File: config.mk
export PLATFORM = sky130hd
export DESIGN_NAME = rns_conv_sched
export DESIGN_NICKNAME = d
export VERILOG_FILES = /design/src/rtl/rns_conv_sched.sv
export SDC_FILE = /design/constraint.sdc
export NUM_CORES = 1
export LEC_CHECK = 0
export BUFFER_PORTS_ARGS = -buffer_cell sky130_fd_sc_hd__buf_4
export CAP_MARGIN = 30
export CORE_MARGIN = 5
export CORE_UTILIZATION = 50
export DETAILED_ROUTE_END_ITERATION = 16
export PLACE_DENSITY = 0.66
export SKIP_CTS_REPAIR_TIMING = 1
export SYNTH_ARGS = -nofsm -noshare
export SYNTH_HDL_FRONTEND = slang
export SYNTH_SLANG_ARGS = --single-unit
File: constraint.sdc
create_clock -name clk -period 23 [get_ports clk]
set_clock_uncertainty 0.2 [all_clocks]
set_input_delay 2.3 -clock clk [delete_from_list [all_inputs] [get_ports clk]]
set_output_delay 2.3 -clock clk [all_outputs]
set_load 0.02 [all_outputs]
File: src/rtl/rns_conv_sched.sv
// rns_conv_sched: round-robin front end sharing one combinational RNS
// reverse converter (`top`) between two requesters.
//
// Ports:
//   clk, rst          system clock, synchronous active-high reset
//   req_valid/ready   per-requester handshake (bit i = requester i)
//   r1_*, r0_*, rm1_* residues mod 2^n+1, 2^n, 2^n-1 for requester 0/1
//   tag_*             requester tag carried through to the result
//   out_valid/ready   result handshake
//   out_n             converted signed integer (3n-bit two's complement)
//   out_src, out_tag  originating requester and its tag
//   out_err           residue range error (out_n forced to 0)
//   busy              FSM not IDLE
//
// state | meaning
// ------+---------------------------------------------------------------
// IDLE  | no work; grant is offered to requesters
// CALC  | operand register drives the converter; result captured at end
// DONE  | result presented; on out_ready a new request may be accepted

// top: combinational reverse converter {2^n+1, 2^n, 2^n-1} -> signed 3n-bit.
// X = r0 + 2^n*Y, with Y recovered from its residues mod 2^n-1 and 2^n+1,
// then mapped to the symmetric signed range around 0.
module top #(
    parameter int n = 3
) (
    input  logic [n:0]     r1,
    input  logic [n-1:0]   r0,
    input  logic [n-1:0]   rm1,
    output logic [3*n-1:0] N
);
    localparam int W = 3 * n;
    localparam logic [W-1:0] ONE  = {{(W-1){1'b0}}, 1'b1};
    localparam logic [W-1:0] P0   = ONE << n;
    localparam logic [W-1:0] MP1  = P0 + ONE;
    localparam logic [W-1:0] MM1  = P0 - ONE;
    // 2^3n wraps to 0 in W bits, so this is 2^3n - 2^n
    localparam logic [W-1:0] MM   = (P0 << (2 * n)) - P0;
    localparam logic [W-1:0] HALF = MM >> 1;
    // inverse of (2^n+1) mod (2^n-1) is 2^(n-1)
    localparam logic [W-1:0] HH   = ONE << (n - 1);

    logic [W-1:0] r1_w, r0_w, rm1_w;
    logic [W-1:0] a, b, t, y, x;

    always_comb begin
        r1_w  = W'(r1);
        r0_w  = W'(r0);
        rm1_w = W'(rm1);
        // Y mod (2^n-1): 2^n == 1, so Y == rm1 - r0
        a = ((rm1_w % MM1) + MM1 - (r0_w % MM1)) % MM1;
        // Y mod (2^n+1): 2^n == -1, so Y == r0 - r1
        b = ((r0_w % MP1) + MP1 - (r1_w % MP1)) % MP1;
        t = (((a + MM1 - (b % MM1)) % MM1) * HH) % MM1;
        y = b + MP1 * t;
        x = r0_w + P0 * y;
        N = (x >= HALF) ? (x - MM) : x;
    end
endmodule

module rns_conv_sched #(
    parameter int N_BITS = 3,
    parameter int TAG_W  = 4
) (
    input  logic                  clk,
    input  logic                  rst,
    input  logic [1:0]            req_valid,
    output logic [1:0]            req_ready,
    input  logic [N_BITS:0]       r1_0,
    input  logic [N_BITS:0]       r1_1,
    input  logic [N_BITS-1:0]     r0_0,
    input  logic [N_BITS-1:0]     r0_1,
    input  logic [N_BITS-1:0]     rm1_0,
    input  logic [N_BITS-1:0]     rm1_1,
    input  logic [TAG_W-1:0]      tag_0,
    input  logic [TAG_W-1:0]      tag_1,
    output logic                  out_valid,
    input  logic                  out_ready,
    output logic [3*N_BITS-1:0]   out_n,
    output logic                  out_src,
    output logic [TAG_W-1:0]      out_tag,
    output logic                  out_err,
    output logic                  busy
);
    typedef enum logic [1:0] {IDLE, CALC, DONE} state_t;

    localparam logic [N_BITS:0]   R1_MAX  = {1'b1, {N_BITS{1'b0}}};
    localparam logic [N_BITS-1:0] RM1_BAD = {N_BITS{1'b1}};

    state_t                state_q, state_d;
    logic                  last_grant_q;
    logic [N_BITS:0]       op_r1_q;
    logic [N_BITS-1:0]     op_r0_q;
    logic [N_BITS-1:0]     op_rm1_q;
    logic [TAG_W-1:0]      op_tag_q;
    logic                  op_src_q;
    logic [3*N_BITS-1:0]   res_n_q;
    logic                  res_src_q;
    logic [TAG_W-1:0]      res_tag_q;
    logic                  res_err_q;

    logic [1:0]            grant;
    logic                  accept;
    logic                  sel;
    logic [3*N_BITS-1:0]   core_n;
    logic                  core_err;

    top #(.n(N_BITS)) u_core (
        .r1  (op_r1_q),
        .r0  (op_r0_q),
        .rm1 (op_rm1_q),
        .N   (core_n)
    );

    assign core_err = (op_r1_q > R1_MAX) | (op_rm1_q == RM1_BAD);

    // Sole valid requester wins; on a tie the one not served last wins.
    assign grant[0] = req_valid[0] & (~req_valid[1] | last_grant_q);
    assign grant[1] = req_valid[1] & (~req_valid[0] | ~last_grant_q);

    always_comb begin
        state_d   = state_q;
        req_ready = 2'b00;
        case (state_q)
            IDLE: begin
                req_ready = grant;
                if (|grant) state_d = CALC;
            end
            CALC: begin
                state_d = DONE;
            end
            DONE: begin
                if (out_ready) begin
                    req_ready = grant;
                    state_d   = (|grant) ? CALC : IDLE;
                end
            end
            default: state_d = IDLE;
        endcase
    end

    assign accept = |(req_valid & req_ready);
    assign sel    = req_ready[1];

    always_ff @(posedge clk) begin
        if (rst) begin
            state_q      <= IDLE;
            last_grant_q <= 1'b1;
            op_r1_q      <= '0;
            op_r0_q      <= '0;
            op_rm1_q     <= '0;
            op_tag_q     <= '0;
            op_src_q     <= 1'b0;
            res_n_q      <= '0;
            res_src_q    <= 1'b0;
            res_tag_q    <= '0;
            res_err_q    <= 1'b0;
        end else begin
            state_q <= state_d;
            if (accept) begin
                op_r1_q      <= sel ? r1_1  : r1_0;
                op_r0_q      <= sel ? r0_1  : r0_0;
                op_rm1_q     <= sel ? rm1_1 : rm1_0;
                op_tag_q     <= sel ? tag_1 : tag_0;
                op_src_q     <= sel;
                last_grant_q <= sel;
            end
            if (state_q == CALC) begin
                res_n_q   <= core_err ? '0 : core_n;
                res_src_q <= op_src_q;
                res_tag_q <= op_tag_q;
                res_err_q <= core_err;
            end
        end
    end

    assign out_valid = (state_q == DONE);
    assign busy      = (state_q != IDLE);
    assign out_n     = res_n_q;
    assign out_src   = res_src_q;
    assign out_tag   = res_tag_q;
    assign out_err   = res_err_q;
endmodule

* Word level (Yosys, flattened, before mapping)
Cells that the tools add are included.
Word-level totals: register bits after elaboration 33, bits in latches 0, memory bits (writable) 0, ROM bits 0, input bits 33, output and inout bits 19, word-level logic and storage cells 63, memories 0
Operators by class: add/sub/neg operators 9, $mul 1, divide/modulo/power cells 9, $lt $le $gt $ge 2, equal/unequal tests 5, shifts and indexed selects 0, mux-type cells 12, bitwise gates (word level) 9, reductions and logical operators 5
Operator list (count):
- 9-bit by 3-bit modulo with 9-bit output, second input constant | 4
- 9-bit subtractor | 3
- 9-bit by 3-bit adder with 9-bit output, second input constant | 2
- 3-bit by 3-bit modulo with 9-bit output, second input constant | 2
- 9-bit two-way mux | 2
- 3-bit by 9-bit adder with 9-bit output | 1
- 9-bit by 4-bit adder with 9-bit output, second input constant | 1
- 9-bit by 8-bit greater-or-equal comparator with 1-bit output, second input constant | 1
- 3-bit by 4-bit modulo with 9-bit output, second input constant | 1
- 4-bit by 4-bit modulo with 9-bit output, second input constant | 1
- 9-bit by 4-bit modulo with 9-bit output, second input constant | 1
- 4-bit by 9-bit multiplier with 6-bit output, first input constant | 1
- 9-bit subtractor, second input constant | 1
- 4-bit two-way mux | 2
- 6-bit adder | 1
- 2-bit two-way mux | 3
- 3-bit two-way mux | 2
- 2-bit one-hot mux with 3 select lines | 1
- 4-bit greater-than comparator, second input constant | 1
- 2-bit one-hot mux with 2 select lines | 1
- 2-bit OR reduction | 2
- 3-bit equality test, second input constant | 1
- 1-bit NOT | 3
- 1-bit bitwise OR | 3
- 10 further kinds | 11

* Longest topological paths before layout
Gate-level depths: netlist of run 1.
depth after elaboration 14, depth in mapped cells 101, depth with buffers taken out 95

* Cells and area by module
Synthesis of run 1 repeated with hierarchy kept, for this count alone.
Second synthesis, totals: cell total of the unflattened synthesis 971, area, all modules 7061.8 um^2
Modules (own cells, without submodules):
- top | instances 1, cells an instance 798, area an instance 5551.6 um^2
- rns_conv_sched | instances 1, cells an instance 173, area an instance 1510.2 um^2

* Worst setup path before layout of run 1
Ideal clock, no wire load.
path kind register -> register, from reg op_r1_q[1], to reg res_n_q[4], in the netlist out_n[4], setup time 0.122 ns, arrival 18.400 ns, data required time 22.678 ns, path slack 4.278 ns, stages on the path, launching flop included 93, path buffers 5, path through dfxtp_1 buf_2 inv_1 ha_1 o311a_1 buf_4 a21oi_1 ha_1 fa_1 a21o_1 a21oi_2 a211oi_4 or3_4 mux2i_1 a2111o_1 a211o_1 a21o_1 o22ai_1 [... 57 more ...] ha_1 or2b_1 or4_4 a31o_2 ha_1 ha_1 inv_1 fa_1 inv_1 a21o_1 a21oi_1 xnor2_1 xnor2_1 xor2_1 xor2_2 mux2i_4 mux2i_1 o21ai_1
Between the ends: cells in the longest elaborated chain, start to end 13, elaborated cells between the ends (all ways) 16, those cells by class add/sub: 5; mul: 1; div: 5; order compare: 2; mux: 2; bitwise: 1
RTL lines:
- start, declared | RTL line 92 | logic [N_BITS:0] op_r1_q;
- start signal, assigned | RTL line 161 | op_r1_q <= sel ? r1_1 : r1_0;
- 4-bit by 4-bit modulo with 9-bit output | RTL line 53 | b = ((r0_w % MP1) + MP1 - (r1_w % MP1)) % MP1;
- 9-bit subtractor | RTL line 53
- 9-bit by 4-bit modulo with 9-bit output | RTL line 53
- 9-bit by 3-bit modulo with 9-bit output | RTL line 54 | t = (((a + MM1 - (b % MM1)) % MM1) * HH) % MM1;
- 9-bit subtractor | RTL line 54
- 9-bit by 3-bit modulo with 9-bit output (2 in a row) | RTL line 54
- 4-bit by 9-bit multiplier with 6-bit output | RTL line 55 | y = b + MP1 * t;
- 6-bit adder | RTL line 55
- 3-bit by 9-bit adder with 9-bit output | RTL line 56 | x = r0_w + P0 * y;
- 9-bit subtractor or 9-bit by 8-bit greater-or-equal comparator with 1-bit output (tied branches) | RTL line 57 | N = (x >= HALF) ? (x - MM) : x;
- 9-bit two-way mux | RTL line 57
- 9-bit two-way mux * | RTL line 169 | res_n_q <= core_err ? '0 : core_n;
- end signal, assigned | RTL line 169
- end, declared | RTL line 97 | logic [3*N_BITS-1:0] res_n_q;
Every way passes the cells marked *; elsewhere a longest branch is shown, timed or not. A chain may end at the register's enable or synchronous reset.

* Final worst setup path of run 1
Ends and elaborated chain as after synthesis.

==> reports/results.txt, run 1 <==
Worst-case clock buffer depth = 2
TritonCTS Buffers = 5
Num Clock Sinks = 33
Iteration-0 DRC count of the detailed router = 595
Gr usage total = 21.7%
Crit end category = flip-flop
Final weighted congestion in routability-driven placement = 0.877
Timing-limited maximum frequency = 47.3 MHz
Setup tns final = 0 ns
HPWL Detailed = 14.9 mm
Horizontal die dimension = 131 µm
First-pass DRT Iterations = 5
Root buffer cell = clkbuf_16
Count of vias placed by the detailed router = 7430
Library cell appearing most often on the critical path = ha_1
Max-slew violations = 0
DRC Markers = 0
Instance count along the most critical hold path = 2
Fin nets = 1113
Worst-path cell with the longest stage delay = a2111oi_2
Port buffer count = 51
Hold/Removal Path Class = reg -> reg
Share of the yosys chip area belonging to registers = 9.08%
Clk pin slew, worst setup/hold paths = 0.06 ns
Yosys warns = 0
Std cell rows = 44
Finished Cell Area = 7910 µm²
Synth Cell Area = 7280 µm²
Pin count of the biggest net entering global routing = 31
Maximum fanout along the worst path = 16
RSZ-0062 raised after global routing = no
Post-synthesis area per instance = 7.39 µm²
Total Die Area = 17100 µm²
Number of max-cap violations = 0
Critical Setup Path Class = reg -> reg
Post-route minimum period = 21.15 ns
Inserted Diodes = 0
Std-Cell Core Area = 14400 µm²
Category of the worst setup path launch point = flip-flop
Worst Path Arrival = 21.12 ns
Proportion of register bits with asynchronous set or reset after synthesis = 0%
Share of the clock period used by the worst path after layout = 91.9%
Total nets after synthesis = 1092
Commonest register cell after synthesis = dfxtp_1
CP max stage delay = 0.60 ns
CTS tree = built
Cell type with the largest total area after synthesis = ha_1
Clk_lat worst skew = 0.29 ns
Initial antenna violation count = 0
Required time worst endpoint = 22.97 ns
Via count of the first global-routing pass = 6588
Number of hold-slack violations in the final timing report = 0
Number of nets still failing antenna checks after routing = 0
Worst-case reg-to-reg path depth = 88
H-Tree Depth = 2
Wire length of the first global-routing pass = 31.3 mm
Slew Limit Headroom = 36.8%
Dominant cells by area after synthesis = ha_1, dfxtp_1, a21oi_1, nand2_1, xnor2_1
Tightest Pin Transition = 0.942 ns
Via/cell ratio = 6.24
Total wire length after detailed routing = 18.8 mm
Final count of negative-setup-slack endpoints = 0
Initial standard-cell utilization of the core = 50.5%
EDFF count, synth = 0
Placement-stage cell area = 7700 µm²
Share of post-route cells with drive strength above 1 = 13.3%
Layout overhead on the synthesized area = 8.61%
Count of boundary I/O pins = 52
Routed WL per cell = 15.8 µm
Gate Count Post-Synth = 985
Overflow left after global routing = 0
Flop and latch count out of synthesis = 33
Proportion of netlist area held by the largest area contributor = 12.0%
Run status = finished clean
Synth cell types = 121
Die height = 131 µm
[state kept, by name, summed over array words and instances, names as in the netlist, 2 cells and up]
signal and flops:
out_n 9, op_r1_q 4, state_q 2, op_r0_q 3, op_tag_q 4, out_tag 4, op_rm1_q 3
[cells in the mapped netlist (all sizes together) (5+ instances only)]
| cell type | n |
|---|---|
| nor4b | 5 |
| mux2i | 20 |
| a211oi | 15 |
| a21o | 20 |
| nand4 | 7 |
| a311oi | 7 |
| or3 | 5 |
| xor2 | 15 |
| a22oi | 13 |
| inv | 59 |
| o311ai | 5 |
| o22ai | 14 |
| or2 | 9 |
| o21bai | 5 |
| xnor2 | 32 |
| and3 | 13 |
| o211ai | 25 |
| nor3 | 34 |
| o221ai | 17 |
| o211a | 5 |
| a31oi | 11 |
| o21ai | 46 |
| clkbuf | 21 |
| nand3b | 5 |
| dfxtp | 33 |
| nand2 | 104 |
| a32oi | 5 |
| o31ai | 8 |
| a31o | 6 |
| and2 | 16 |
| a21oi | 87 |
| buf | 18 |
| nor2b | 10 |
| nand3 | 31 |
| mux2 | 6 |
| a211o | 11 |
| ha | 70 |
| nand2b | 14 |
| o21a | 14 |
| nor2 | 67 |
[critical path, delay by kind of cell, from the launching register on]
family | cells | cell delay, ns
compound gates | 44 | 10.03
xor+xnor | 7 | 1.74
fa+ha+maj | 14 | 4.14
buf+inv | 8 | 0.79
flops | 1 | 0.51
mux | 2 | 0.62
simple gates | 13 | 2.96
[path summary, 6_finish.rpt]
path               from        to  slack (ns)
max reg2reg  op_r1_q[1]  out_n[4]        1.85
min reg2reg    out_n[4]  out_n[4]        0.25
min            out_n[4]  out_n[4]        0.25
max          op_r1_q[1]  out_n[4]        1.85
[area by class of cell]
class / instances / area [µm²]
Fill cell: 1400 / 6520
Multi-Input combinational cell: 853 / 6210
Sequential cell: 33 / 661
Timing Repair Buffer: 54 / 405
Tap cell: 184 / 230
Inverter: 59 / 226
Clock buffer: 6 / 139
Clock inverter: 2 / 37.5
[cell usage in the layout (no fill, tap or decap), types with 20 or more instances in the layout]
| cell type | netlist | routed |
|---|---|---|
| nor2_1 | 64 | 64 |
| nand2_1 | 103 | 103 |
| a21oi_1 | 84 | 83 |
| buf_4 | 8 | 54 |
| nand3_1 | 30 | 30 |
| nor3_1 | 32 | 32 |
| o211ai_1 | 25 | 25 |
| o21ai_0 | 33 | 33 |
| a21o_1 | 20 | 20 |
| xnor2_1 | 32 | 31 |
| ha_1 | 70 | 70 |
| inv_1 | 55 | 55 |
| dfxtp_1 | 33 | 33 |
[layer usage]
| layer | part of all wire [%] | wire (µm) | global-route usage (%) | vias to the layer above |
|---|---|---|---|---|
| met2 | 44 | 8260 | 33.7 | 193 |
| met4 | 1.1 | 215 | 3.63 | 0 |
| met1 | 50 | 9390 | 32.1 | 3422 |
| met3 | 4.8 | 896 | 3.21 | 29 |
| li1 | - | - | - | 3786 |
| met5 | 0 | 0 | 0 | - |
[kinds of logic (layout without fill, tap and decap cells)]
group | after synthesis | after routing | synth area share (%)
muxes | 26 | 26 | 3.95
adders and majority gates | 77 | 77 | 13.6
AOI/OAI and AO/OA | 359 | 359 | 36.5
xor gates and xnor gates | 48 | 48 | 6.07
DFF | 33 | 33 | 9.08
and+or+nand+nor | 343 | 343 | 24.9
buffers and inverters | 99 | 121 | 6.02
[stage by stage]
step	worst slack [ns]	hold WS [ns]	util (%)	instances
final	1.85	0.245	54.8	1191
after global placement	2.05	0.242	53.4	1183
after CTS	1.43	0.248	54.6	1191
after detailed placement	1.56	0.241	53.4	1183
after floorplan	4.28	0.232	-	985
after global routing	0.0978	0.267	54.8	1191
Power of run 1 is left out: the tool's default activity adds up to more than one toggle a clock period on the data nets, which glitch-free logic cannot reach.
==> inputs of run 2 (changes only) <==
==> constraint.sdc (replaced) <==
create_clock -name clk -period 22.9 [get_ports clk]
set_clock_uncertainty 0.2 [all_clocks]
set_input_delay 2.29 -clock clk [delete_from_list [all_inputs] [get_ports clk]]
set_output_delay 2.29 -clock clk [all_outputs]
set_load 0.02 [all_outputs]
==> run 2 against run 1 <==
Via count increased by 0.43%. Die area unchanged. Largest cell class unchanged. First-iteration DRC count grew 15%. Global-route usage decreased by 0.54 points.
==> reports/results.txt, run 2 (synthesis gave the netlist of run 1 again) <==
DRC Markers = 0
Worst-path cell with the longest stage delay = a2111oi_2
Port buffer count = 51
Commonest non-fill, non-tap cells in the layout = nand2_1, a21oi_1, ha_1, nor2_1, inv_1
HPWL Detailed = 14.7 mm
Category of the worst setup path launch point = flip-flop
Critical Setup Path Class = reg -> reg
Tightest Pin Transition = 0.967 ns
Via count of the first global-routing pass = 6484
TritonCTS Buffers = 5
Clk_lat worst skew = 0.28 ns
Pin count of the biggest net entering global routing = 31
Timing-limited maximum frequency = 47.4 MHz
Number of nets still failing antenna checks after routing = 0
Total wire length after detailed routing = 18.6 mm
Crit end category = flip-flop
Total Die Area = 17100 µm²
Layout overhead on the synthesized area = 8.28%
Count of boundary I/O pins = 52
Maximum fanout along the worst path = 16
Initial standard-cell utilization of the core = 50.5%
Worst-case clock buffer depth = 2
Share of the clock period used by the worst path after layout = 92.2%
Finished Core Util = 54.6%
Hold/Removal Path Class = reg -> reg
Final weighted congestion in routability-driven placement = 0.873
Setup tns final = 0 ns
Largest register FFs = 9
Routed WL per cell = 15.6 µm
Slew Limit Headroom = 35.1%
CTS tree = built
Final count of negative-setup-slack endpoints = 0
Required time worst endpoint = 22.86 ns
Post-route minimum period = 21.11 ns
Critical path launch point = op_r1_q[1]
Initial antenna violation count = 0
Number of filler instances in the final layout = 1377
Run status = finished clean
Num Clock Sinks = 33
Iteration-0 DRC count of the detailed router = 687
Count of vias placed by the detailed router = 7462
CP max stage delay = 0.64 ns
Via/cell ratio = 6.27
Library cell appearing most often on the critical path = ha_1
Number of max-cap violations = 0
Critical R2R Launch = op_r1_q[1]
Wire length of the first global-routing pass = 30.8 mm
Worst Path Arrival = 21.07 ns
Clk pin slew, worst setup/hold paths = 0.05 ns
Share of post-route cells with drive strength above 1 = 13.1%
Die height = 131 µm
Max-slew violations = 0
Std-Cell Core Area = 14400 µm²
Gr usage total = 21.1%
Std cell rows = 44
RSZ-0062 raised after global routing = no
Start point of the worst min-delay path = out_n[4]
Overflow left after global routing = 0
First-pass DRT Iterations = 7
Number of hold-slack violations in the final timing report = 0
Most frequent standard cell in the layout excluding fill and tap cells = nand2_1
Inserted Diodes = 0
Root buffer cell = clkbuf_16
Horizontal die dimension = 131 µm
H-Tree Depth = 2
Fin nets = 1113
-- run 2: cell count changes in the layout (fill, tap and decap cells not counted), sizes merged --
cell / before / now
clkinvlp: 1 / 0
clkbuf: 6 / 5
clkinv: 0 / 1
-- run 2: through the flow --
step	setup slack, ns	instance area [µm²]	hold slack [ns]	std cells
after floorplan	4.18	7280	0.232	985
after global placement	1.93	7700	0.242	1183
after detailed placement	1.55	7700	0.243	1183
after CTS	1.45	7860	0.249	1190
after global routing	0.0951	7880	0.269	1190
final	1.79	7880	0.246	1190
-- run 2: routing by layer --
| metal | vias to the layer above | track usage, % | wire, µm |
|---|---|---|---|
| li1 | 3773 | - | - |
| met1 | 3464 | 31.9 | 9350 |
| met2 | 206 | 33.0 | 8180 |
| met3 | 19 | 2.48 | 880 |
| met4 | 0 | 2.66 | 161 |
| met5 | - | 0 | 0 |
-- run 2: layout make-up --
cell class	count	area, µm²	area share (%)
clock buffer	5	125	1.59
multi-input combinational	853	6200	78.7
tap	184	230	2.92
sequential	33	661	8.38
clock inverter	2	35.0	0.444
timing repair buffer	54	405	5.14
inverter	59	226	2.87
-- run 2: worst paths after layout --
| path | to | slack, ns | cells after the start |
|---|---|---|---|
| max | out_n[4] | 1.79 | 88 |
| min | out_n[4] | 0.25 | 2 |
| min reg2reg | out_n[4] | 0.25 | 2 |
| max reg2reg | out_n[4] | 1.79 | 88 |
-- run 2: critical path, delay by kind of cell (launching register included) --
kind / cells / cell delay (ns)
AO/OA/AOI/OAI: 35 / 8.72
XOR/XNOR: 7 / 1.73
buffers and inverters: 10 / 0.94
multiplexers: 4 / 1.05
flip-flops: 1 / 0.49
adder cells (fa/ha/maj): 15 / 4.47
AND/OR/NAND/NOR: 17 / 3.39
Power of run 2 is left out for the same reason.
